==> config.mk <==
export PLATFORM = sky130hd
export DESIGN_NAME = vga_mode_seq
export DESIGN_NICKNAME = d
export VERILOG_FILES = /design/src/rtl/vga_seq_pkg.sv /design/src/rtl/vga_frame_edge.sv /design/src/rtl/vga_mode_seq.sv
export SDC_FILE = /design/constraint.sdc
export NUM_CORES = 1
export LEC_CHECK = 0
export ABC_AREA = 0
export BUFFER_PORTS_ARGS = -buffer_cell sky130_fd_sc_hd__buf_2
export CAP_MARGIN = 20
export CORE_ASPECT_RATIO = 0.9
export CORE_MARGIN = 4
export CORE_UTILIZATION = 35
export DETAILED_ROUTE_END_ITERATION = 8
export GPL_TIMING_DRIVEN = 0
export SLEW_MARGIN = 30
export SYNTH_ARGS = -nofsm -noshare
export SYNTH_HDL_FRONTEND = slang
export SYNTH_SLANG_ARGS = --single-unit
==> constraint.sdc <==
create_clock -name clk_i -period 2.4 [get_ports clk_i]
set_input_delay 0.24 -clock clk_i [delete_from_list [all_inputs] [get_ports clk_i]]
set_output_delay 0.24 -clock clk_i [all_outputs]
set_load 0.01 [all_outputs]
==> src/rtl/vga_seq_pkg.sv <==
// vga_seq_pkg: shared state encoding and counter widths for the VGA mode sequencer
package vga_seq_pkg;
  typedef enum logic [1:0] {SHOW, PEND, BLANK} state_t;
  localparam int BLANK_CNT_W = 4;
  localparam int AUTO_CNT_W = 16;
endpackage

==> src/rtl/vga_frame_edge.sv <==
// vga_frame_edge: registers vsync and flags its falling edge as a frame start
module vga_frame_edge (
  input  logic clk_i,
  input  logic rst_n_i,
  input  logic vsync_i,
  output logic vsync_r,
  output logic frame_start
);
  // one-cycle vsync delay; cleared in reset so the first fall afterwards is seen fresh
  always_ff @(posedge clk_i or negedge rst_n_i)
    if (!rst_n_i) vsync_r <= 1'b0;
    else vsync_r <= vsync_i;
  assign frame_start = vsync_r & ~vsync_i;
endmodule

==> src/rtl/vga_mode_seq.sv <==
// vga_mode_seq: frame-synchronous VGA source selector with black-frame insertion; MODE_AUTO_CYCLE_EN adds auto-advance
module vga_mode_seq
  import vga_seq_pkg::*;
#(
  parameter int N_SRC        = 4,
  parameter int COLOR_W      = 12,
  parameter int BLANK_FRAMES = 1,
  parameter int AUTO_FRAMES  = 600,
  parameter int DEF_MODE     = 0,
  localparam int MODE_W      = $clog2(N_SRC)
) (
  input  logic                     clk_i,
  input  logic                     rst_n_i,
  input  logic [N_SRC*COLOR_W-1:0] src_rgb_i,
  input  logic                     hsync_i,
  input  logic                     vsync_i,
  input  logic                     de_i,
  input  logic [MODE_W-1:0]        mode_i,
  input  logic                     mode_load_i,
  input  logic                     next_i,
  input  logic                     auto_en_i,
  output logic [COLOR_W-1:0]       rgb_o,
  output logic                     hsync_o,
  output logic                     vsync_o,
  output logic                     de_o,
  output logic [MODE_W-1:0]        mode_o,
  output logic                     switching_o
);
  state_t state_q, state_d;
  logic [MODE_W-1:0] mode_q, mode_d, pend_q, pend_d, nxt, req_mode, eff;
  logic [BLANK_CNT_W-1:0] blank_q, blank_d;
  logic [COLOR_W-1:0] rgb_q;
  logic frame_start, vs_r, hs_q, de_q, req, acc, auto_fire, blank_last;

  vga_frame_edge u_edge (
    .clk_i      (clk_i),
    .rst_n_i    (rst_n_i),
    .vsync_i    (vsync_i),
    .vsync_r    (vs_r),
    .frame_start(frame_start)
  );

  // an explicit load outranks next/auto; an out-of-range load is dropped entirely
  assign nxt        = (mode_q == MODE_W'(N_SRC - 1)) ? '0 : mode_q + 1'b1;
  assign req        = mode_load_i ? (32'(mode_i) < N_SRC) : (next_i || auto_fire);
  assign req_mode   = mode_load_i ? mode_i : nxt;
  assign eff        = req ? req_mode : pend_q;
  assign acc        = req && (state_q != SHOW || req_mode != mode_q);
  assign blank_last = blank_q == BLANK_CNT_W'(BLANK_FRAMES - 1);

`ifdef MODE_AUTO_CYCLE_EN
  logic [AUTO_CNT_W-1:0] auto_q;
  assign auto_fire = auto_en_i && state_q == SHOW && auto_q == AUTO_CNT_W'(AUTO_FRAMES - 1);
  // counts shown frames; firing one frame early lets the switch land on the AUTO_FRAMES-th boundary
  always_ff @(posedge clk_i or negedge rst_n_i)
    if (!rst_n_i) auto_q <= '0;
    else if (!auto_en_i || acc || mode_d != mode_q) auto_q <= '0;
    else if (state_q == SHOW && frame_start && !auto_fire) auto_q <= auto_q + 1'b1;
`else
  logic unused_auto;
  assign unused_auto = auto_en_i | (AUTO_FRAMES == 0);
  assign auto_fire = 1'b0;
`endif

  // next-state logic; pend tracks mode after a switch so a stale value never re-triggers
  always_comb begin
    state_d = state_q;
    mode_d  = mode_q;
    pend_d  = pend_q;
    blank_d = blank_q;
    case (state_q)
      SHOW: if (acc) begin
        state_d = PEND;
        pend_d  = req_mode;
      end
      PEND: begin
        pend_d = eff;
        if (req && req_mode == mode_q) state_d = SHOW;
        else if (frame_start) begin
          mode_d  = eff;
          state_d = (BLANK_FRAMES == 0) ? SHOW : BLANK;
          blank_d = '0;
        end
      end
      BLANK: begin
        pend_d = eff;
        if (frame_start) begin
          blank_d = blank_last ? '0 : blank_q + 1'b1;
          if (blank_last) state_d = (eff != mode_q) ? PEND : SHOW;
        end
      end
      default: state_d = SHOW;
    endcase
  end

  // sequencer state
  always_ff @(posedge clk_i or negedge rst_n_i)
    if (!rst_n_i) begin
      state_q <= SHOW;
      mode_q  <= MODE_W'(DEF_MODE);
      pend_q  <= '0;
      blank_q <= '0;
    end else begin
      state_q <= state_d;
      mode_q  <= mode_d;
      pend_q  <= pend_d;
      blank_q <= blank_d;
    end

  // one-cycle pixel pipeline; colour forced black outside active video and during BLANK
  always_ff @(posedge clk_i or negedge rst_n_i)
    if (!rst_n_i) begin
      hs_q  <= 1'b0;
      de_q  <= 1'b0;
      rgb_q <= '0;
    end else begin
      hs_q  <= hsync_i;
      de_q  <= de_i;
      rgb_q <= (de_i && state_q != BLANK) ? src_rgb_i[int'(mode_q)*COLOR_W +: COLOR_W] : '0;
    end

  assign rgb_o       = rgb_q;
  assign hsync_o     = hs_q;
  assign vsync_o     = vs_r;
  assign de_o        = de_q;
  assign mode_o      = mode_q;
  assign switching_o = state_q != SHOW;
endmodule

==> results.ini <==
[outcome]
run_status=complete, no violations

[synthesis]
synth_area_leader_cell=dfrtp_1
synthFlopType=dfrtp_1
syn_area_mm2=0.00165
synth.avg_cell_area_um2=11.8
yosysSeqAreaShare=0.380
yosys_warnings=0
synth_edf_count=0
synthTopCellsByCount=25 x dfrtp_1, 16 x nor2b_1, 12 x mux4_2
yosys.cell_count.top_type=dfrtp_1
synthCells=140
synth_top_area_share=0.380
ys_top_cells_by_area=dfrtp_1 38%, mux4_2 16%, nor2b_1 6.1%, ha_1 5.3%, mux2i_1 3.0%
synth.distinct_cells=45
ys_ff_latch=25
synthArstFlopShare=1.00
syn_nets=205

[die]
start_util=0.367
die_h_um=73.1
fp.coreArea_mm2=0.00449
die_area_mm2=0.00587
io_pins=76
die_x_um=80.3
rows=23

[finish]
layout-drive-gt1-share=0.475
final_area_mm2=0.00215
num-nets-final=285
fillers=433
syn2layout_area_growth_pct=30.8
layout.cells.non_filler=281
fin_util=0.480
antenna_cells=0

[detailed_routing]
drtIter0Drc=37
avgViaCountPerCell=4.83
via_count=1358
dr.pass1.iters=4
wl_per_cell_um=14.4
drcViolationCount=0
wl_um=4040
drtAntennaViolNets=0

[timing]
clock_skew_ns=0.000699
setup_violations=0
slew_violations=0
period_needed_ns=1.96
fin_ws_ns=0.436
fin_tns_setup_ns=0
period_share=0.818
clock.fmax_ghz=0.509
finalHoldViolations=0
tightest_slew_ns=0.561
rsz0062_at_grt=no
maxSlewHeadroom=0.626

[setup_path]
crit_fanout=4
slowest_delay_ns=0.42
cp.arrival_ns=2.12
worst_path_max_delay_cell=dfrtp_1
end_kind=register
worstSetupStartpointType=register
critPathRequiredTime_ns=2.56
critPathKind=reg2reg
path_cells=ha_1 > xor2_1 > o22a_2 > nor2_2 > nor3_2 > mux2_1

[clocking]
clockRootBuffer=clkbuf_8
cts_tree=done
cts_buffers=3
clkSlewWorstSetupHoldPaths_ns=0.09
cts.sinks=25
clk_latency_ns=0.27
htreeDepth=1
clk_path_buf_depth=2

[global_routing]
antenna_found_initial=0
grt_pass1_vias=1325
grt_max_degree=26
grt.overflow.total=0
grt.total_usage=0.143
grt_pass1_wl_um=6440

[power_and_ir_drop]
vdd_drop_max_mv=0.397
powerDensity_mw_per_mm2=951
p_leak_nw=1.04

[placement]
dp_cells=276
dpl-instance-area_mm2=0.00209
dp_slack_ns=0.465
dpl.hpwl_um=3390
io_buffers=74
globalplace.congestion=0.823

[job]
maxCapViolCount=0

[min_path]
hp-class=in2reg

==> path summary, 6_finish.rpt <==
| check | slack, ns | end | cells past startpoint | from |
|---|---|---|---|---|
| min reg2reg | 0.50 | pend_q[1]$_DFFE_PN0P_ | 2 | pend_q[1]$_DFFE_PN0P_ |
| max in group asynchronous | 1.54 | mode_o[0]$_DFFE_PN0P_ | 2 | rst_n_i |
| max reg2reg | 0.44 | mode_o[1]$_DFFE_PN0P_ | 6 | mode_o[0]$_DFFE_PN0P_ |
| min in group asynchronous | 0.49 | blank_q[1]$_DFFE_PN0P_ | 2 | rst_n_i |
| min | 0.07 | hsync_o$_DFF_PN0_ | 1 | hsync_i |
| max | 0.44 | mode_o[1]$_DFFE_PN0P_ | 6 | mode_o[0]$_DFFE_PN0P_ |
==> worst max-delay path: cells and delay by family, from the launching register on <==
| family | cells | cell delay [ns] |
|---|---|---|
| compound gates | 1 | 0.19 |
| fa+ha+maj | 1 | 0.34 |
| flops | 1 | 0.42 |
| xor+xnor | 1 | 0.19 |
| mux | 1 | 0.36 |
| simple gates | 2 | 0.35 |
==> cell usage in the layout, fill, tap and decap left out, drive strengths merged, types with 5 or more instances in the layout <==
cell / instances
nor2: 5
ha: 7
clkbuf: 6
mux4: 12
nor2b: 17
o21ai: 5
mux2i: 5
dfrtp: 25
inv: 11
buf: 78
nand2: 5
==> state kept, by name, summed over array words and instances, names as in the netlist <==
register / count
de_o: 1
hsync_o: 1
u_edge.vsync_r: 1
state_q: 2
pend_q: 2
blank_q: 4
mode_o: 2
rgb_o: 12
==> metrics by stage <==
step	power (mW)	hold WS, ns
after global placement	1.79	0.273
final	2.05	0.0742
after detailed placement	1.81	0.267
after global routing	2.22	0.0653
after floorplan	1.50	-0.0556
after CTS	2.07	0.0685
==> where the power goes <==
part | switching, mW | internal [mW] | total, mW
clock | 0.139 | 0.118 | 0.256
combinational | 0.585 | 0.604 | 1.19
sequential | 0.0589 | 0.543 | 0.602
==> what timing repair did <==
item | 4_1_cts | 5_1_grt
setup buffers | 0 | 0
gates resized for setup | 0 | 0
endpoints found under the hold margin | 25 | 0
hold buffers | 1 | 0
==> cell type report <==
cell class / count / area [µm²] / share of cell area
Multi-Input combinational cell: 97 / 937 / 0.435
Timing Repair Buffer: 75 / 380 / 0.177
Inverter: 11 / 41.3 / 0.0192
Buffer: 7 / 42.5 / 0.0198
Clock buffer: 3 / 41.3 / 0.0192
Tap cell: 62 / 77.6 / 0.0360
Clock inverter: 1 / 7.51 / 0.00349
Sequential cell: 25 / 626 / 0.291
==> cell families (layout without fill, tap and decap cells) <==
logic type	after synthesis	after routing	share of synthesized area
compound gates	28	28	0.141
xor+xnor	3	3	0.0205
fa+ha+maj	7	7	0.0532
buf+inv	18	97	0.0509
flops	25	25	0.380
mux	18	18	0.201
simple gates	41	41	0.154
==> metal layers <==
layer  vias to the layer above  part of all wire  track usage
met5                         -                 0            0
met4                         0             0.011       0.0394
met3                         4             0.033       0.0198
met2                        28              0.50        0.240
met1                       659              0.46        0.193
li1                        667                 -            -
No activity file was read; power rests on OpenSTA's default activity.
